**config.mk**
```make
export PLATFORM = sky130hd
export DESIGN_NAME = mult_tree_pipe
export DESIGN_NICKNAME = d
export VERILOG_FILES = /design/src/rtl/mult_pkg.sv /design/src/rtl/prefix_adder_2w.sv /design/src/rtl/mult_tree_pipe.sv
export SDC_FILE = /design/constraint.sdc
export NUM_CORES = 1
export LEC_CHECK = 0
export ABC_AREA = 1
export BUFFER_PORTS_ARGS = -buffer_cell sky130_fd_sc_hd__buf_2
export CAP_MARGIN = 5
export CELL_PAD_IN_SITES_DETAIL_PLACEMENT = 1
export CELL_PAD_IN_SITES_GLOBAL_PLACEMENT = 2
export CORE_ASPECT_RATIO = 2
export CORE_MARGIN = 8
export CORE_UTILIZATION = 38
export CTS_BUF_LIST = sky130_fd_sc_hd__clkbuf_2
export CTS_CLUSTER_SIZE = 24
export DETAILED_ROUTE_END_ITERATION = 8
export MAX_ROUTING_LAYER = met4
export PLACE_DENSITY = 0.85
export SLEW_MARGIN = 0
export SYNTH_ARGS = -nofsm -noshare
export SYNTH_HDL_FRONTEND = slang
export SYNTH_SLANG_ARGS = --single-unit
export TNS_END_PERCENT = 50
```
**constraint.sdc**
```tcl
create_clock -name clk -period 5.2 [get_ports clk]
set_input_delay 0.52 -clock clk [delete_from_list [all_inputs] [get_ports clk]]
set_output_delay 0.52 -clock clk [all_outputs]
set_load 0.005 [all_outputs]
```
**src/rtl/mult_pkg.sv**
```systemverilog
// Package for mult_tree_pipe: prefix-cell helpers, Baugh-Wooley constant, stage-valid type.
// Signed support is selected by defining MULT_SIGNED_EN (see mult_tree_pipe.sv).
package mult_pkg;

  // One valid bit per pipeline stage: [0]=operand regs, [1]=CSA rows, [2]=product
  typedef logic [2:0] stage_vld_t;

  // Grey cell: group generate only (span already reaches bit 0)
  function automatic logic pfx_g(input logic gik, input logic pik, input logic gkj);
    return gik | (pik & gkj);
  endfunction

  // Black cell: combined {generate, propagate} of two adjacent spans
  function automatic logic [1:0] pfx_gp(input logic gik, input logic pik,
                                        input logic gkj, input logic pkj);
    return {gik | (pik & gkj), pik & pkj};
  endfunction

  // Baugh-Wooley correction: a 1 in columns w and 2w-1 (w up to 32)
  function automatic logic [63:0] bw_const(input int w);
    logic [63:0] c;
    c = '0;
    c[w] = 1'b1;
    c[2*w-1] = 1'b1;
    return c;
  endfunction

endpackage

```
**src/rtl/prefix_adder_2w.sv**
```systemverilog
// Combinational Kogge-Stone adder, s = a + b mod 2^N. The carry-out is never
// formed: the tree only spans bits 0..N-2, which is all the sum bits need.
module prefix_adder_2w
  import mult_pkg::*;
#(
  parameter int N = 16
) (
  input  logic [N-1:0] a,
  input  logic [N-1:0] b,
  output logic [N-1:0] s
);

  localparam int LVLS = $clog2(N);

  logic [N-1:0]            p0;
  logic [LVLS:0][N-2:0]    g;
  logic [LVLS:0][N-2:0]    p;

  assign p0   = a ^ b;
  assign g[0] = a[N-2:0] & b[N-2:0];
  assign p[0] = p0[N-2:0];

  // Level l combines spans at distance 2^l; spans already anchored at bit 0 use grey cells
  for (genvar l = 0; l < LVLS; l++) begin : g_lvl
    localparam int D = 1 << l;
    for (genvar i = 0; i < N-1; i++) begin : g_bit
      if (i < D) begin : g_pass
        assign g[l+1][i] = g[l][i];
        assign p[l+1][i] = p[l][i];
      end else if (i < 2*D) begin : g_grey
        assign g[l+1][i] = pfx_g(g[l][i], p[l][i], g[l][i-D]);
        assign p[l+1][i] = p[l][i];
      end else begin : g_black
        assign {g[l+1][i], p[l+1][i]} = pfx_gp(g[l][i], p[l][i], g[l][i-D], p[l][i-D]);
      end
    end
  end

  // Carry into bit i is the group generate of bits i-1..0
  assign s = p0 ^ {g[LVLS], 1'b0};

endmodule

```
**src/rtl/mult_tree_pipe.sv**
```systemverilog
// Pipelined W x W -> 2W multiplier: AND-array partial products, full-adder
// carry-save reduction to two rows, Kogge-Stone final add. Three register
// stages with valid/ready and full backpressure.
// Define MULT_SIGNED_EN for two's-complement operands (Baugh-Wooley);
// the default build is unsigned. Ports are identical in both builds.
module mult_tree_pipe
  import mult_pkg::*;
#(
  parameter int W = 8
) (
  input  logic           clk,
  input  logic           rst_n,
  input  logic           in_valid,
  output logic           in_ready,
  input  logic [W-1:0]   x,
  input  logic [W-1:0]   y,
  output logic           out_valid,
  input  logic           out_ready,
  output logic [2*W-1:0] o
);

  localparam int N = 2*W;
`ifdef MULT_SIGNED_EN
  localparam logic [63:0]  BW_FULL  = bw_const(W);
  localparam logic [N-1:0] BW_CONST = BW_FULL[N-1:0];
  localparam int           NR       = W + 1;  // partial products + constant row
`else
  localparam int           NR       = W;
`endif

  stage_vld_t                vld;
  logic [2:0]                free;
  logic [W-1:0]              xr, yr;
  logic [N-1:0]              ra, rb, sum;
  logic [NR-1:0][N-1:0]      rows;
  logic [NR-2:0][N-1:0]      s_lvl, c_lvl;

  // A stage may load when it is empty or its content leaves this cycle
  assign free[2]   = !vld[2] | out_ready;
  assign free[1]   = !vld[1] | free[2];
  assign free[0]   = !vld[0] | free[1];
  assign in_ready  = free[0];
  assign out_valid = vld[2];

  // Partial products, each row pre-shifted to its column weight
  always_comb begin
    rows = '0;
    for (int i = 0; i < W; i++) begin
      for (int j = 0; j < W; j++) begin
`ifdef MULT_SIGNED_EN
        // Terms mixing exactly one sign bit carry negative weight: invert them
        rows[i][i+j] = (xr[j] & yr[i]) ^ ((i == W-1) != (j == W-1));
`else
        rows[i][i+j] = xr[j] & yr[i];
`endif
      end
    end
`ifdef MULT_SIGNED_EN
    rows[W] = BW_CONST;
`endif
  end

  // Carry-save reduction: each level folds one more row with a rank of full adders.
  // The carry leaving column N-1 is dropped; the result is taken mod 2^N anyway.
  assign s_lvl[0] = rows[0];
  assign c_lvl[0] = rows[1];
  for (genvar k = 1; k < NR-1; k++) begin : g_csa
    assign s_lvl[k] = s_lvl[k-1] ^ c_lvl[k-1] ^ rows[k+1];
    assign c_lvl[k] = {(s_lvl[k-1][N-2:0] & c_lvl[k-1][N-2:0]) |
                       (s_lvl[k-1][N-2:0] & rows[k+1][N-2:0])  |
                       (c_lvl[k-1][N-2:0] & rows[k+1][N-2:0]), 1'b0};
  end

  prefix_adder_2w #(.N(N)) u_add (
    .a (ra),
    .b (rb),
    .s (sum)
  );

  // Valid shift register; a stalled stage keeps its bit
  always_ff @(posedge clk or negedge rst_n) begin
    if (!rst_n) begin
      vld <= '0;
    end else begin
      if (free[0]) vld[0] <= in_valid;
      if (free[1]) vld[1] <= vld[0];
      if (free[2]) vld[2] <= vld[1];
    end
  end

  // Data registers load only with valid content, so idle X inputs never reach o
  always_ff @(posedge clk or negedge rst_n) begin
    if (!rst_n) begin
      xr <= '0;
      yr <= '0;
      ra <= '0;
      rb <= '0;
      o  <= '0;
    end else begin
      if (free[0] && in_valid) begin
        xr <= x;
        yr <= y;
      end
      if (free[1] && vld[0]) begin
        ra <= s_lvl[NR-2];
        rb <= c_lvl[NR-2];
      end
      if (free[2] && vld[1]) o <= sum;
    end
  end

endmodule

```
==> flow_metrics.env <==
export IMPL_status="complete, no violations"
export IMPL_synth_cells=457
export IMPL_synth_cell_types=24
export IMPL_p_per_area_mw_per_mm2=449.7
export IMPL_setup_viol_count_final=0
export IMPL_yosysWarnings=0
export IMPL_hpwl_microns=6773
export IMPL_postSynthAreaPerCell_sq_um=8.701
export IMPL_post_cts_buffers=0
export IMPL_root_buffer="clkbuf_2"
export IMPL_crit_path_max_incr_delay_ns=0.58
export IMPL_initial_utilization_pct=38.44
export IMPL_rows=53
export IMPL_finalWeightedCongestion=0.7719
export IMPL_core_area_sq_mm=0.01034
export IMPL_grt_use_total_pct=14.93
export IMPL_cpMostUsedCell="fa_1"
export IMPL_setup_tns_ns=0
export IMPL_routed_wl_microns=8850
export IMPL_drtIter0Drc=70
export IMPL_drv_cap=0
export IMPL_die_area_sq_mm=0.01419
export IMPL_synth_compound_area_share_pct=4.374
export IMPL_critPathMaxFanout=9
export IMPL_firstDrtPassIters=4
export IMPL_worstSetupStartpointType="flop"
export IMPL_io_buffer_count=37
export IMPL_p_leak_uw=0.002308
export IMPL_synth_seq_area_share_pct=36.50
export IMPL_wl_per_cell_microns=14.21
export IMPL_finalHoldViolCount=0
export IMPL_critPathSlowestCell="dfrtp_1"
export IMPL_path_buf_inv=1
export IMPL_post_route_period_util_pct=73.44
export IMPL_synth_area_sq_mm=0.003976
export IMPL_ctsHtreeMaxLevel=3
export IMPL_post_route_cells_drive_above_1_share_pct=14.02
export IMPL_vias=2936
export IMPL_slew_headroom_pct=49.27
export IMPL_cts_hold_buf=0
export IMPL_fp_dieH_microns=160.7
export IMPL_cp_cell_sequence="nand2_1 -> fa_1 -> fa_1 -> fa_1 -> fa_1 -> fa_1 -> inv_1 -> fa_1 -> nand2_1 -> nand2_1"
export IMPL_slew_violations=0
export IMPL_arrival_ns=4.33
export IMPL_cts_resized=0
export IMPL_clkLatencyLatePin_ns=0.55
export IMPL_final_area_sq_mm=0.004280
export IMPL_grt_pass1_vias=3437
export IMPL_synthXorXnorAreaFrac_pct=0.4405
export IMPL_grt_pass1_wl_microns=15930
export IMPL_final_core_util_pct=41.38
export IMPL_ir_worst_vdd_uv=206.7
export IMPL_yosys_area_share_simple_pct=23.03
export IMPL_critical_path_top_delay_family="adder cells"
export IMPL_antenna_found_initial=1
export IMPL_fin_crit_ns=3.819
export IMPL_rsz0062_at_grt="false"
export IMPL_synth_net_count=534
export IMPL_synth_top_family_by_area="adder cells"
export IMPL_overflow=0
export IMPL_clock_sinks=58
export IMPL_ys_ff_latch=58
export IMPL_io_pins=38
export IMPL_yosys_area_share_adder_pct=25.87
export IMPL_cts_max_path_buffers=2
export IMPL_drc_errors=0
export IMPL_nets=557
export IMPL_grt_max_degree=59
export IMPL_worstPathRequired_ns=5.71
export IMPL_die_x_microns=88.33
export IMPL_reg2reg_slack_ns=1.38
export IMPL_max_slew_worst_pin_slew_ns=0.7609
export IMPL_skew_ns=0.03707
export IMPL_synthMuxAreaShare_pct=0
export IMPL_path_class="reg -> reg"
export IMPL_cts_tree="done"
export IMPL_end_kind="flop"
export IMPL_fmax_mhz=261.9
export IMPL_place_area_sq_mm=0.004188
export IMPL_path_clk_slew_ns=0.21
export IMPL_drt_vias_per_instance=4.713
export IMPL_syn_to_final_growth_pct=7.646
export IMPL_cts_buffers=9
export IMPL_postRouteAntennaNets=0
export IMPL_hold_path_class="in -> async"
[layout make-up]
cell class	count	area, sq um
Clock inverter	7	45.04
Fill cell	1294	6065
Antenna cell	1	2.502
Clock buffer	9	45.04
Tap cell	137	171.4
Sequential cell	58	1451
Multi-Input combinational cell	310	2136
Timing Repair Buffer	38	192.7
Inverter	63	236.5
[stage by stage]
step | worst slack (ns) | power (uW) | std cells | hold WS (ns)
after floorplan | 1.498 | 1424 | 457 | 0.2244
after global placement | 1.464 | 1694 | 606 | 0.4621
after detailed placement | 1.370 | 1724 | 606 | 0.4684
after CTS | 1.370 | 1985 | 622 | 0.06247
after global routing | 1.182 | 2164 | 623 | 0.1150
final | 1.381 | 1925 | 623 | 0.08558
[sequential cells by signal (all words and copies together) (netlist names)]
signal / flops
ra: 15
yr: 8
rb: 8
vld: 3
o: 16
xr: 8
[metal layers]
metal  up-vias  track usage [%]  part of all wire (%)
li1       1411                -                     -
met1      1482            15.02                    38
met2        26            26.91                    57
met3        17            2.405                   2.1
met4         0            6.517                   2.3
met5         -                -                     0
[cells by family (layout without fill, tap and decap cells)]
kind of cell,count (synthesis),count (layout)
AOI/OAI and AO/OA,27,27
DFF,58,58
and+or+nand+nor,224,224
other,0,1
xor gates and xnor gates,2,2
buffers and inverters,89,117
adders and majority gates,57,57
[power by group]
part | switching, uW | internal, uW | leakage (uW) | total (uW)
clock network | 192 | 60.3 | 0.0000517 | 253
registers | 126 | 601 | 0.000732 | 727
logic | 554 | 392 | 0.00152 | 946
total | 872 | 1050 | 0.00231 | 1920
[cells in the mapped netlist]
| cell | count | area share, % |
|---|---|---|
| inv_2 | 1 | 0.094 |
| nand3_1 | 25 | 3.1 |
| buf_6 | 4 | 1.1 |
| nand4_4 | 1 | 0.53 |
| a21oi_1 | 4 | 0.50 |
| nand2_1 | 189 | 18 |
| xor2_1 | 1 | 0.22 |
| a211oi_1 | 1 | 0.19 |
| buf_4 | 3 | 0.57 |
| clkbuf_1 | 8 | 0.76 |
| ha_1 | 15 | 4.7 |
| fa_1 | 42 | 21 |
| xnor2_1 | 1 | 0.22 |
| nand4_1 | 1 | 0.16 |
| nand2_4 | 2 | 0.57 |
| nand3_2 | 1 | 0.25 |
| nor2_1 | 4 | 0.38 |
| o21ai_0 | 12 | 1.5 |
| nand2_2 | 1 | 0.16 |
| buf_2 | 11 | 1.4 |
| inv_1 | 62 | 5.9 |
| o21ai_2 | 9 | 2.0 |
| o21bai_1 | 1 | 0.19 |
| dfrtp_1 | 58 | 37 |
[final timing paths]
check	from	endpoint	cells past startpoint
worst max-delay path	yr[2]	ra[7]	10
min in group clk	x[2]	xr[2]	3
worst min-delay path	rst_n	xr[2]	2
worst max register to register	yr[2]	ra[7]	10
max in group asynchronous	rst_n	vld[0]	2
worst min register to register	o[7]	o[7]	2
[placed cells by master, fill, tap and decap left out]
master	n
a211oi_1	1
a21oi_1	4
buf_2	37
buf_4	1
clkbuf_2	9
clkinv_1	1
clkinv_2	2
clkinvlp_4	3
dfrtp_1	58
diode_2	1
fa_1	42
ha_1	15
inv_1	62
inv_2	1
inv_6	1
nand2_1	189
nand2_2	1
nand2_4	2
nand3_1	25
nand3_2	1
nand4_1	1
nand4_4	1
nor2_1	4
o21ai_0	12
o21ai_2	9
o21bai_1	1
xnor2_1	1
xor2_1	1
Note: power is estimated with default switching activity, not from simulation.
